$ cat config.mk
export PLATFORM = sky130hd
export DESIGN_NAME = target_gen_multi
export DESIGN_NICKNAME = d
export VERILOG_FILES = /design/src/rtl/target_gen_multi.sv
export SDC_FILE = /design/constraint.sdc
export NUM_CORES = 1
export LEC_CHECK = 0
export BUFFER_PORTS_ARGS = -buffer_cell sky130_fd_sc_hd__clkbuf_2
export CAP_MARGIN = 20
export CORE_MARGIN = 3
export CORE_UTILIZATION = 30
export CTS_BUF_LIST = sky130_fd_sc_hd__clkbuf_8 sky130_fd_sc_hd__clkbuf_16
export DETAILED_ROUTE_END_ITERATION = 6
export GPL_TIMING_DRIVEN = 0
export SLEW_MARGIN = 30
export SYNTH_ARGS = -nofsm -noshare
export SYNTH_HDL_FRONTEND = slang
export SYNTH_SLANG_ARGS = --single-unit
$ cat constraint.sdc
create_clock -name CLK -period 4.4 [get_ports CLK]
set_input_delay 0 -clock CLK [delete_from_list [all_inputs] [get_ports CLK]]
set_output_delay 0 -clock CLK [all_outputs]
set_load 0.01 [all_outputs]
$ cat src/rtl/target_gen_multi.sv
// Target placement engine: draws LFSR candidates and publishes the first legal, unobstructed cell.
// Build option: define TARGET_GEN_OCC_CHECK_EN to add the WAIT_OCC snake-occupancy stage.
module target_gen_multi #(
    parameter int X_W       = 8,
    parameter int Y_W       = 7,
    parameter int X_MIN     = 1,
    parameter int X_MAX     = 158,
    parameter int Y_MIN     = 1,
    parameter int Y_MAX     = 118,
    parameter int N_BLOCK   = 4,
    parameter int RESET_X   = 55,
    parameter int RESET_Y   = 13,
    parameter int MAX_TRIES = 16,
    parameter logic [X_W+Y_W-1:0] LFSR_SEED = 15'h5A5A
) (
    input  logic                         CLK,
    input  logic                         RESET,
    input  logic                         Reached_Target,
    input  logic [N_BLOCK*(X_W+Y_W)-1:0] Block_Address,
    output logic [X_W+Y_W-1:0]           Occ_Query_Address,
    input  logic                         Occ_Hit,
    output logic [X_W+Y_W-1:0]           Random_Target_Address,
    output logic                         Target_Valid,
    output logic                         Busy,
    output logic                         Fallback_Used
);

    localparam int AW    = X_W + Y_W;
    localparam int TRY_W = $clog2(MAX_TRIES + 1);

    localparam logic [X_W-1:0]   X_LO      = X_W'(X_MIN);
    localparam logic [X_W-1:0]   X_HI      = X_W'(X_MAX);
    localparam logic [Y_W-1:0]   Y_LO      = Y_W'(Y_MIN);
    localparam logic [Y_W-1:0]   Y_HI      = Y_W'(Y_MAX);
    localparam logic [TRY_W-1:0] TRY_LIMIT = TRY_W'(MAX_TRIES);
    localparam logic [AW-1:0]    FALLBACK_ADDR = {X_W'(RESET_X), Y_W'(RESET_Y)};

    // Right-shift Galois masks for maximal-length sequences, indexed by register width.
    function automatic logic [31:0] galois_taps(input int w);
        case (w)
            8:       galois_taps = 32'h0000_00B8;
            9:       galois_taps = 32'h0000_0110;
            10:      galois_taps = 32'h0000_0240;
            11:      galois_taps = 32'h0000_0500;
            12:      galois_taps = 32'h0000_0E08;
            13:      galois_taps = 32'h0000_1C80;
            14:      galois_taps = 32'h0000_3802;
            15:      galois_taps = 32'h0000_6000;
            16:      galois_taps = 32'h0000_D008;
            17:      galois_taps = 32'h0001_2000;
            18:      galois_taps = 32'h0002_0400;
            19:      galois_taps = 32'h0007_2000;
            20:      galois_taps = 32'h0009_0000;
            default: galois_taps = 32'h0000_0000;
        endcase
    endfunction

    localparam logic [31:0]   TAPS32 = galois_taps(AW);
    localparam logic [AW-1:0] TAPS   = TAPS32[AW-1:0];

`ifdef TARGET_GEN_OCC_CHECK_EN
    typedef enum logic [2:0] {IDLE, SAMPLE, CHECK, WAIT_OCC, DONE} state_t;
`else
    typedef enum logic [2:0] {IDLE, SAMPLE, CHECK, DONE} state_t;
`endif

    state_t           state, state_nxt;
    logic [AW-1:0]    lfsr, lfsr_step;
    logic [AW-1:0]    cand;
    logic [TRY_W-1:0] tries;
    logic             fallback;
    logic             on_block, off_box, cand_bad, tries_left, reject, exhausted;
    logic [X_W-1:0]   cand_x;
    logic [Y_W-1:0]   cand_y;

`ifdef TARGET_GEN_OCC_CHECK_EN
    logic bad_q;
`else
    logic unused_occ_hit;
    assign unused_occ_hit = Occ_Hit;
`endif

    assign lfsr_step = (lfsr >> 1) ^ (lfsr[0] ? TAPS : '0);

    assign cand_x     = cand[AW-1:Y_W];
    assign cand_y     = cand[Y_W-1:0];
    assign off_box    = (cand_x < X_LO) || (cand_x > X_HI) || (cand_y < Y_LO) || (cand_y > Y_HI);
    assign cand_bad   = off_box || on_block;
    assign tries_left = (tries < TRY_LIMIT);
    assign exhausted  = reject && !tries_left;
    assign Busy       = (state != IDLE);

    always_comb begin
        on_block = 1'b0;
        for (int k = 0; k < N_BLOCK; k++)
            if (cand == Block_Address[k*AW +: AW]) on_block = 1'b1;
    end

    always_comb begin
        state_nxt = state;
        reject    = 1'b0;
        unique case (state)
            IDLE:     if (Reached_Target) state_nxt = SAMPLE;
            SAMPLE:   state_nxt = CHECK;
`ifdef TARGET_GEN_OCC_CHECK_EN
            // Obstacle/box verdict is carried into WAIT_OCC so every reject costs the same.
            CHECK:    state_nxt = WAIT_OCC;
            WAIT_OCC: begin
                reject    = bad_q || Occ_Hit;
                state_nxt = DONE;
            end
`else
            CHECK:    begin
                reject    = cand_bad;
                state_nxt = DONE;
            end
`endif
            DONE:     state_nxt = IDLE;
            default:  state_nxt = IDLE;
        endcase
        if (reject && tries_left) state_nxt = SAMPLE;
    end

    always_ff @(posedge CLK) begin
        if (RESET) begin
            state                 <= IDLE;
            lfsr                  <= LFSR_SEED;
            tries                 <= '0;
            fallback              <= 1'b0;
            Random_Target_Address <= FALLBACK_ADDR;
            Occ_Query_Address     <= '0;
            Target_Valid          <= 1'b0;
            Fallback_Used         <= 1'b0;
        end else begin
            state         <= state_nxt;
            lfsr          <= (lfsr_step == '0) ? LFSR_SEED : lfsr_step;
            Target_Valid  <= 1'b0;
            Fallback_Used <= 1'b0;
            if (state == IDLE && Reached_Target) begin
                tries    <= '0;
                fallback <= 1'b0;
            end
            if (state == SAMPLE) tries <= tries + 1'b1;
            if (state == CHECK) Occ_Query_Address <= cand;
            if (exhausted) fallback <= 1'b1;
            if (state == DONE) begin
                Random_Target_Address <= fallback ? FALLBACK_ADDR : cand;
                Target_Valid          <= 1'b1;
                Fallback_Used         <= fallback;
            end
        end
    end

    always_ff @(posedge CLK) begin
        if (state == SAMPLE) cand <= lfsr;
`ifdef TARGET_GEN_OCC_CHECK_EN
        if (state == CHECK) bad_q <= cand_bad;
`endif
    end

endmodule
==> summary.md, run 1 <==
| Metric | Value |
|---|---|
| Final ANT Viol Nets | 0 |
| Post-synth ARST share | 0% |
| Antenna violations before repair | 0 |
| Post-Place Cells | 560 |
| Depth of the worst register-to-register path | 5 |
| Via count | 2679 |
| Yosys top cell area share | 33.3% |
| Finished Layout Cells | 576 |
| Slowest cell on the critical path | ha_1 |
| R2r setup slk | 2.40 ns |
| Clk slew on worst S/H paths | around 0.080 ns |
| Deepest clock path buffer count | 2 |
| Tcrit/Tclk final | a little under half |
| Maximum vdd drop | between 0.15 and 0.2 mV |
| WS Path Type | reg2reg |
| Syn_area_per_cell | 10.0 um2 |
| Worst Setup Start Kind | flop |
| Post-Route WL | ~9.2 mm |
| EDFF count, synth | 15 |
| Gr usage total | ~15% |
| Achievable Freq | between 0.5 and 0.6 GHz |
| Final Hold Fails | 0 |
| Clock Root Buffer | clkbuf_8 |
| Placed Area | just under 0.004 mm2 |
| Num ports | slightly below 100 |
| Hold path startpoint | Reached_Target |
| Most used DFF post-synth | dfxtp_1 |
| Worst path bufs/invs | 2 |
| Design Area, Final | ~0.0042 mm2 |
| Relative slew margins | between 40% and 50% |
| Global-route wire length before repair | ~15 mm |
| Compound-Gate Fraction of Synth Area | under 10% |
| Share of layout cells above drive strength 1 | between 30% and 40% |
| Core area | 0.0105 mm2 |
| Worst skew pair latency | 0.34 ns |
| Die X-Extent | around 110 um |
| Total negative slack | 0 ns |
| Vias per cell | 4.65 |
| Yosys synthesis warning count | 0 |
| DR DRC count | 0 |
| Largest cells by area after synthesis | dfxtp_1 (33%), xor2_1 (16%), edfxtp_1 (14%) |
| Status | complete, no violations |
| Cell area after synthesis | approximately 0.0033 mm2 |
| Num CTS Buffers | 9 |
| Fin crit period | roughly 2.0 ns |
| Arr. time, crit path | roughly 2.3 ns |
| RSZ-0062 raised after global routing | false |
| Worst Hold Path Cells | 4 |
| Final #Nets | between 500 and 600 |
| Largest net degree at the start of global routing | 18 |
| Adder-Cell Fraction of Synth Area | 1.89% |
| Reg2reg end | tries[3] |
| RD Place Congestion | between 0.8 and 0.9 |
| Htree depth | 3 |
| # resized after CTS | 0 |
| Worst min path class | in2reg |
| Initial DRC count | about 140 |
| Area added between synthesis and finish | 26.4% |
| Syn Nets | about 400 |
| #FFs+latches synth | 70 |
| Die height | ~110 um |
| CP delay by family, top | adder cells |
| Post-synthesis simple-gate area fraction | approximately a fifth |
| Cell variety after synth | 35 |
| Postcts setup bufs | 0 |
| # diodes | 0 |
| Cts hold-fix bufs | 0 |
| Largest stage delay, worst path | 0.68 ns |
| Pre-CTS setup slack | 2.39 ns |
| Total gr overflow | 0 |
| Post-Synthesis Cells | 330 |
| Largest family of logic cells by synthesized area | simple AND/OR/NAND/NOR gates |
| Row cnt | 37 |
| Yosys top cell by area | dfxtp_1 |
| Vias in the first global route | ~2800 |
| Final setup violation count | 0 |
| Worst-margin pin slew | 0.790 ns |
| Launching point of the worst reg2reg path | state[1] |
| Sink of the worst hold path | fallback |
| Leakage power | ~1.8 nW |
| TritonRoute pass-1 iters | 5 |
| Port-buffer cells | 94 |
| Mean routed wirelength per cell | approximately 16 um |
| Worst Clk Skew | 0.0129 ns |
| Die area | around 0.012 mm2 |
| Crit path max fanout | 17 |
| Clock Sinks | 70 |
| Initial core utilization | 31.5% |
| TritonCTS clock tree | built |
| CP endpoint kind | flop |
| Maxcap violations | 0 |
| DP HPWL | approximately 6.8 mm |
| Mux share of post-synthesis cell area | 4.84% |
| Final Slew Violations | 0 |
| Fin worst setup slack | 2.40 ns |
| Register area share after synthesis | between 40% and 50% |
| Pwr Density | between 500 and 600 mW/mm2 |
| Crit path from | state[1] |
| Crit path cell chain | inv_1, ha_1, clkbuf_1, a41oi_1, a311oi_1 |
| Critical path required time | 4.65 ns |
| Post-synthesis xor/xnor area fraction | 16.1% |
[synthesized netlist by cell type, types with 2 or more instances]
master / number
nand3_1: 4
a41oi_1: 3
buf_6: 2
nand3b_1: 5
ha_1: 5
mux2i_1: 16
o21ai_0: 4
or2_2: 4
nor3_1: 5
buf_2: 13
o22ai_1: 5
xor2_1: 61
inv_1: 4
a21oi_1: 16
nand2_1: 4
a311oi_1: 2
and2_1: 5
or3_1: 3
nand2b_1: 16
dfxtp_1: 55
nor2_1: 31
clkbuf_1: 11
edfxtp_1: 15
nor4_1: 17
nand4_1: 4
nor2b_1: 11
[stage by stage]
stage                     utilization, %  hold slack [ns]  total power, mW
after CTS                           39.8           0.0681             2.15
after detailed placement            37.6            0.394             1.56
after floorplan                        -            0.232             1.32
after global routing                39.8           0.0813             2.27
final                               39.8           0.0844             2.13
after global placement              37.6            0.396             1.55
[layer usage]
metal | vias to the layer above | global-route usage (%) | routed length [um]
met4 | 0 | 2.92 | 14
met5 | - | 0 | 0
met1 | 1253 | 19.4 | 4210
li1 | 1335 | - | -
met3 | 2 | 4.53 | 553
met2 | 89 | 26.1 | 4460
[how the worst max path moves through the flow]
stage                     slack [ns]  depth (start not counted)       end
after detailed placement        2.39                          5  tries[3]
after global routing            2.19                          5  tries[4]
after CTS                       2.38                          5  tries[3]
after global placement          2.45                          5  tries[4]
final                           2.40                          5  tries[3]
after floorplan                 2.70                          7  state[1]
[worst reg2reg max path, cell delays in order (launching register included)]
cell,delay [ns]
dfxtp_1,0.34
inv_1,0.10
ha_1,0.68
clkbuf_1,0.38
a41oi_1,0.17
a311oi_1,0.26
[logic make-up after synthesis]
group / after synthesis
AO/OA/AOI/OAI: 35
flip-flops: 70
adder cells (fa/ha/maj): 5
AND/OR/NAND/NOR: 112
XOR/XNOR: 61
multiplexers: 16
buffers and inverters: 31
[placed cells by master, fill, tap and decap left out, drive strengths merged, types with 5 or more instances in the layout]
master	n
nor4	18
mux2i	16
edfxtp	15
inv	6
nor2	31
buf	15
and2	5
ha	5
a21oi	16
nor2b	11
xor2	61
nor3	5
dfxtp	55
o22ai	5
clkbuf	117
nand3b	5
nand2b	16
[cell type report]
cell class | instances | area, um2
timing repair buffer | 94 | 470
clock buffer | 11 | 174
inverter | 4 | 15.0
sequential | 70 | 1550
tap | 136 | 170
multi-input combinational | 229 | 1600
clock inverter | 5 | 60.1
buffer | 27 | 143
fill | 1026 | 6320
[flip-flops by register name (all words and copies together) (netlist names)]
register               cells
Fallback_Used              1
cand                      15
fallback                   1
tries                      5
Occ_Query_Address         15
state                      2
Target_Valid               1
lfsr                      15
Random_Target_Address     15
[report_power, final]
part	leakage, nW	switching, mW	total [mW]	internal, mW
Clock	0.121	0.257	0.590	0.333
Sequential	0.588	0.0513	0.826	0.774
Combinational	1.06	0.438	0.719	0.281
No activity file was read; power rests on OpenSTA's default activity.
==> run 2: changes to the inputs <==
- clock period: 4.4 -> 1.7 ns (I/O delays scaled with it)
==> run 2 against run 1 <==
  * The run now ends with setup timing left
  * Sequential power increased to 2.6 times the previous value
  * First-iteration DRC count decreased by 7.4%
  * Register-to-register slack got worse by 2.5 ns
  * Wire length increased by 3.6%
  * Cell count increased by 0.35%
  * Total power increased to 2.6 times the previous value
  * Die area unchanged
  * Critical path depth increased by 2
  * Sequential share of layout area decreased by 1.1 points
  * Via count increased by 2.0%
==> summary.md, run 2 (synthesis gave the netlist of run 1 again) <==
| Metric | Value |
|---|---|
| Total net switching power | 2.01 mW (+170%) |
| Deepest clock path buffer count | 2 (unchanged) |
| Num CTS Buffers | 9 (unchanged) |
| Sw frac | 36.0% (+1.1 points) |
| Core area | 0.0105 mm2 (unchanged) |
| Htree depth | 3 (unchanged) |
| Status | finished, violations left |
| Finished Layout Cells | 578 (+0.35%) |
| Initial core utilization | 31.5% (unchanged) |
| Final Slew Violations | 0 (unchanged) |
| Clock power share | 24.6% (-3.1 points) |
| Share of layout cells above drive strength 1 | 34.2% (+3.7 points) |
| TritonCTS clock tree | built |
| Num ports | 97 (unchanged) |
| Commonest non-fill, non-tap cell in the layout | clkbuf_2 |
| Largest net degree at the start of global routing | 18 (unchanged) |
| Worst Setup Start Kind | flop |
| Global-route wire length before repair | 15.1 mm (about the same) |
| RSZ-0062 raised after global routing | true |
| RD Place Congestion | 0.941 (+11%) |
| Worst skew pair latency | 0.34 ns (about the same) |
| Vias in the first global route | 2816 (-0.32%) |
| Reg2reg end | state[1] |
| Clock Root Buffer | clkbuf_8 |
| Row cnt | 37 (unchanged) |
| Levels on crit path | 7 (+2) |
| Crit path max fanout | 6 (-11) |
| Depth of the worst register-to-register path | 7 (+2) |
| Final #Nets | 506 (+0.40%) |
| Maximum vdd drop | 0.435 mV (+130%) |
| Leakage power | 1.81 nW (+2.0%) |
| TritonRoute pass-1 iters | 4 (-1) |
| Post-Route WL | 9.57 mm (+3.6%) |
| Comb pwr share | 36.8% (+3.1 points) |
| Cell-internal power | 3.57 mW (+160%) |
| Worst min path class | in2reg |
| Total gr overflow | 0 (unchanged) |
| Clk slew on worst S/H paths | 0.08 ns (about the same) |
| Clock Sinks | 70 (unchanged) |
| Arr. time, crit path | 2.06 ns (-0.19 ns) |
| Slowest cell on the critical path | or4_4 |
| Die area | 0.0123 mm2 (unchanged) |
| Worst path bufs/invs | 1 (-1) |
| Crit path from | cand[4] |
| # diodes | 0 (unchanged) |
| Mean routed wirelength per cell | 16.6 um (+3.3%) |
| Antenna violations before repair | 0 (unchanged) |
| Worst Clk Skew | 0.0155 ns (+0.00259 ns) |
| Most frequent cells in the layout | clkbuf_2 (97), xor2_1 (58), dfxtp_1 (55) |
| Final setup violation count | 3 (+3) |
| Fin crit period | 1.83 ns (-0.171 ns) |
| FILL cells | 1038 (+1.2%) |
| Die height | 111 um (unchanged) |
| DP HPWL | 7.00 mm (+2.4%) |
| Gr usage total | 15.4% (+0.073 points) |
| Via count | 2733 (+2.0%) |
| Port-buffer cells | 94 (unchanged) |
| Achievable Freq | 0.547 GHz (+9.4%) |
| Relative slew margins | 59.3% (+12 points) |
| Fin worst setup slack | -0.128 ns (-2.53 ns) |
| Largest stage delay, worst path | 0.52 ns (-0.16 ns) |
| R2r setup slk | -0.13 ns (-2.53 ns) |
| Final Hold Fails | 0 (unchanged) |
| CP delay by family, top | simple AND/OR/NAND/NOR gates |
| Vias per cell | 4.73 (+1.7%) |
| DR DRC count | 0 (unchanged) |
| WS Path Type | reg2reg |
| CP endpoint kind | flop |
| Failing checks | setup timing |
| Area added between synthesis and finish | 30.3% |
| Final ANT Viol Nets | 0 (unchanged) |
| Crit path cell chain | buf_6, or4_4, nor4_4, a21oi_2, o211ai_2, a211oi_4, o31a_1 |
| Maxcap violations | 0 (unchanged) |
| Die X-Extent | 111 um (unchanged) |
| Critical path required time | 1.94 ns (-2.71 ns) |
| Initial DRC count | 126 (-7.4%) |
| Tcrit/Tclk final | 108% (+62 points) |
| Min Hold Slack | 0.0571 ns (-0.0273 ns) |
| Post-Place Cells | 560 (unchanged) |
| Seq pwr share | 38.6% (about the same) |
| Worst-margin pin slew | 0.611 ns (-0.179 ns) |
| Crit path to | state[1] |
| Pwr Density | 1290 mW/mm2 (+150%) |
| Launching point of the worst reg2reg path | cand[4] |
-- run 2: cell count changes in the layout (fill, tap and decap cells not counted), moves of 2 or more --
cell      delta
xor2_1       -3
clkbuf_2     +3
buf_4        +8
clkbuf_1     -4
xor2_2       +3
buf_6        +3
ha_1         -2
nor4_2       +4
clkbuf_4     +4
buf_2       -12
nor4_1       -5
-- run 2: final cells by class --
class	count	area, um2	area share [%]
inverter	4	15.0	0.348
sequential	70	1550	36.0
clock inverter	5	35.0	0.812
timing repair buffer	97	493	11.4
tap	136	170	3.95
multi-input combinational	229	1690	39.2
buffer	26	184	4.26
clock buffer	11	174	4.03
-- run 2: power groups by stage --
stage / sequential (mW) / clock [mW] / combinational [mW]
3_3_place_gp: 2.16 / 0 / 1.85
2_1_floorplan: 2.20 / 0 / 1.22
5_1_grt: 2.19 / 1.47 / 2.26
3_5_place_dp: 2.18 / 0 / 1.88
4_1_cts: 2.14 / 1.40 / 1.97
6_report: 2.15 / 1.37 / 2.05
-- run 2: how the worst min path moves through the flow --
stage / start / depth (start not counted) / to / slack, ns
floorplan: Reached_Target / 3 / fallback / 0.23
global placement: Fallback_Used / 1 / Fallback_Used / 0.40
detailed placement: Fallback_Used / 1 / Fallback_Used / 0.39
CTS: Reached_Target / 4 / state[1] / 0.05
global route: Reached_Target / 4 / state[1] / 0.09
finish: Reached_Target / 4 / state[1] / 0.06
-- run 2: routing by layer --
metal | track usage (%) | part of all wire, % | up-vias
met1 | 19.2 | 43 | 1304
met5 | 0 | 0 | -
met3 | 4.04 | 6.4 | 8
met4 | 4.14 | 0.94 | 0
li1 | - | - | 1339
met2 | 26.4 | 49 | 82
-- run 2: worst min-delay path, cell delays in order --
cell and delay, ns:
clkbuf_2 0.11, or3_1 0.10, a21oi_1 0.05, o31a_1 0.09
-- run 2: metrics by stage --
stage	setup slack [ns]	area [um2]	total power [mW]	util, %	TNS (ns)
2_1_floorplan	-0.00166	3310	3.42	-	-0.00166
5_1_grt	-0.218	4310	5.91	41.0	-0.429
6_report	-0.128	4310	5.58	41.0	-0.173
4_1_cts	-0.131	4220	5.52	40.1	-0.295
3_3_place_gp	-0.219	3950	4.01	37.6	-2.86
3_5_place_dp	-0.307	3950	4.06	37.6	-3.62
-- run 2: what timing repair did --
item                                    4_1_cts  5_1_grt
setup buffers                                 3        0
endpoints found under the setup margin       17       21
resized for setup                             7       34
hold buffers                                  0        0
pin swaps                                     0        5
hold endpoints to repair                      0        0
==> run 3: changes to the inputs <==
- SETUP_SLACK_MARGIN: default -> 0.2
- clock period: 1.7 -> 2.1 ns (I/O delays scaled with it)
==> run 3 against run 2 <==
  * The run now ends clean
  * Flip-flop and latch count is the same
  * Die area is the same
  * Total power shrank 19%
  * First-iteration DRC count grew 11%
  * Maximum frequency shrank 1.3%
  * Cell count shrank 0.35%
  * Count of clock-buffer cells in the layout is the same
  * Sequential power shrank 20%
  * Highest routed layer unchanged
==> summary.md, run 3 (synthesis gave the netlist of run 1 again) <==
| Metric | Value |
|---|---|
| Core area | 0.0105 mm2 (unchanged) |
| Final #Nets | 504 (-0.40%) |
| Maximum vdd drop | 0.413 mV (-5.1%) |
| DP HPWL | 6.83 mm (-2.4%) |
| Achievable Freq | 0.540 GHz (-1.3%) |
| Num ports | 97 (unchanged) |
| TritonCTS clock tree | built |
| Slowest cell on the critical path | or4_4 |
| Final setup violation count | 0 (-3) |
| Largest net degree at the start of global routing | 18 (unchanged) |
| Area added between synthesis and finish | 27.6% |
| Fin crit period | 1.85 ns (+0.0245 ns) |
| Leakage power | 1.78 nW (-1.7%) |
| Worst-margin pin slew | 0.552 ns (-0.0586 ns) |
| Worst min path class | in2reg |
| Total negative slack | 0 ns (+0.173 ns) |
| DR DRC count | 0 (unchanged) |
| Finished Layout Cells | 576 (-0.35%) |
| Post-Place Cells | 560 (unchanged) |
| Cts hold-fix bufs | 0 (unchanged) |
| Gr usage total | 15.3% (-0.073 points) |
| Num CTS Buffers | 9 (unchanged) |
| Final Hold Fails | 0 (unchanged) |
| Most frequent cells in the layout | clkbuf_2 (95), xor2_1 (61), dfxtp_1 (55) |
| Post-Route WL | 9.33 mm (-2.5%) |
| Die height | 111 um (unchanged) |
| Global-route wire length before repair | 15.1 mm (about the same) |
| # diodes | 0 (unchanged) |
| Via count | 2709 (-0.88%) |
| Clock Root Buffer | clkbuf_8 |
| Vias per cell | 4.70 (-0.53%) |
| Clock Sinks | 70 (unchanged) |
| Commonest non-fill, non-tap cell in the layout | clkbuf_2 |
| Antenna violations before repair | 0 (unchanged) |
| Share of layout cells above drive strength 1 | 31.8% (-2.3 points) |
| Initial core utilization | 31.5% (unchanged) |
| Initial DRC count | 140 (+11%) |
| Largest stage delay, worst path | 0.53 ns (about the same) |
| Htree depth | 3 (unchanged) |
| R2r setup slk | 0.25 ns (+0.38 ns) |
| Worst Clk Skew | 0.0114 ns (-0.00408 ns) |
| WS Path Type | reg2reg |
| TritonRoute pass-1 iters | 4 (unchanged) |
| Vias in the first global route | 2825 (+0.32%) |
| Final Slew Violations | 0 (unchanged) |
| Relative slew margins | 63.2% (+3.9 points) |
| Clk slew on worst S/H paths | 0.08 ns (about the same) |
| Die area | 0.0123 mm2 (unchanged) |
| RSZ-0062 raised after global routing | true |
| Mean routed wirelength per cell | 16.2 um (-2.2%) |
| Pwr Density | 1070 mW/mm2 (-17%) |
| Crit path max fanout | 8 (+2) |
| Port-buffer cells | 94 (unchanged) |
| RD Place Congestion | 0.850 (-9.7%) |
| Final ANT Viol Nets | 0 (unchanged) |
| Worst skew pair latency | 0.34 ns (about the same) |
| Worst Setup Start Kind | flop |
| Critical path required time | 2.33 ns (+0.39 ns) |
| FILL cells | 1020 (-1.7%) |
| Total gr overflow | 0 (unchanged) |
| CP endpoint kind | flop |
| Die X-Extent | 111 um (unchanged) |
| Status | complete, no violations |
| Crit path cell chain | buf_6, or4_4, nor4_2, a21oi_1, o211ai_2, a211oi_2, o31a_1 |
| Tcrit/Tclk final | 88.2% (-19 points) |
| Deepest clock path buffer count | 2 (unchanged) |
| Row cnt | 37 (unchanged) |
| Arr. time, crit path | 2.09 ns (+0.03 ns) |
| Maxcap violations | 0 (unchanged) |
==> run 3: changes by cell type in the layout (fill, tap and decap cells not counted), moves of 2 or more <==
cell      before  now
buf_4          8    0
clkbuf_2      97   95
xor2_1        58   61
xor2_2         3    0
buf_6          5    2
clkbuf_4       4    0
clkbuf_1       7   10
buf_2          1   13
==> run 3: power breakdown <==
| part | internal [mW] | total [mW] | switching, mW |
|---|---|---|---|
| Clock | 0.699 | 1.24 | 0.539 |
| Sequential | 1.62 | 1.73 | 0.112 |
| Combinational | 0.612 | 1.55 | 0.941 |
==> run 3: layout make-up <==
class	instances	area [um2]	share of cell area [%]
tap	136	170	4.03
clock inverter	5	60.1	1.42
sequential	70	1550	36.7
inverter	4	15.0	0.355
timing repair buffer	94	470	11.1
clock buffer	11	174	4.12
buffer	27	144	3.41
multi-input combinational	229	1640	38.8
==> run 3: final timing paths <==
| kind | from | endpoint | cells after the start |
|---|---|---|---|
| worst max-delay path | cand[3] | state[1] | 7 |
| worst min-delay path | Reached_Target | fallback | 4 |
| worst max register to register | cand[3] | state[1] | 7 |
| worst min register to register | lfsr[11] | cand[11] | 0 |
==> run 3: per-layer routing <==
| metal | up-vias | share of wire, % | wire, um | track usage [%] |
|---|---|---|---|---|
| met3 | 2 | 6.4 | 599 | 4.53 |
| met4 | 0 | 0.15 | 14 | 2.92 |
| met5 | - | 0 | 0 | 0 |
| met1 | 1268 | 45 | 4220 | 19.4 |
| met2 | 103 | 48 | 4500 | 26.1 |
| li1 | 1336 | - | - | - |
==> run 3: metrics by stage <==
step                util [%]  hold slack, ns  cell area (um2)  setup WS (ns)  power, mW
floorplan                  -           0.232             3310          0.398       2.77
global placement        37.6           0.396             3950          0.153       3.25
detailed placement      37.6           0.394             3950         0.0878       3.28
CTS                     39.9          0.0681             4200          0.225       4.52
global route            40.2          0.0813             4220          0.170       4.80
finish                  40.2          0.0824             4220          0.247       4.52
==> run 3: worst max-delay path: cells and delay by family, from the launching register on <==
family                 cells  cell delay (ns)
AND/OR/NAND/NOR            2             0.67
AO/OA/AOI/OAI              4             0.53
buffers and inverters      1             0.16
flip-flops                 1             0.38
==> run 3: repair_timing <==
action,CTS,global route
setup endpoints to repair,13,5
gates resized for setup,3,4
buffers inserted,0,0
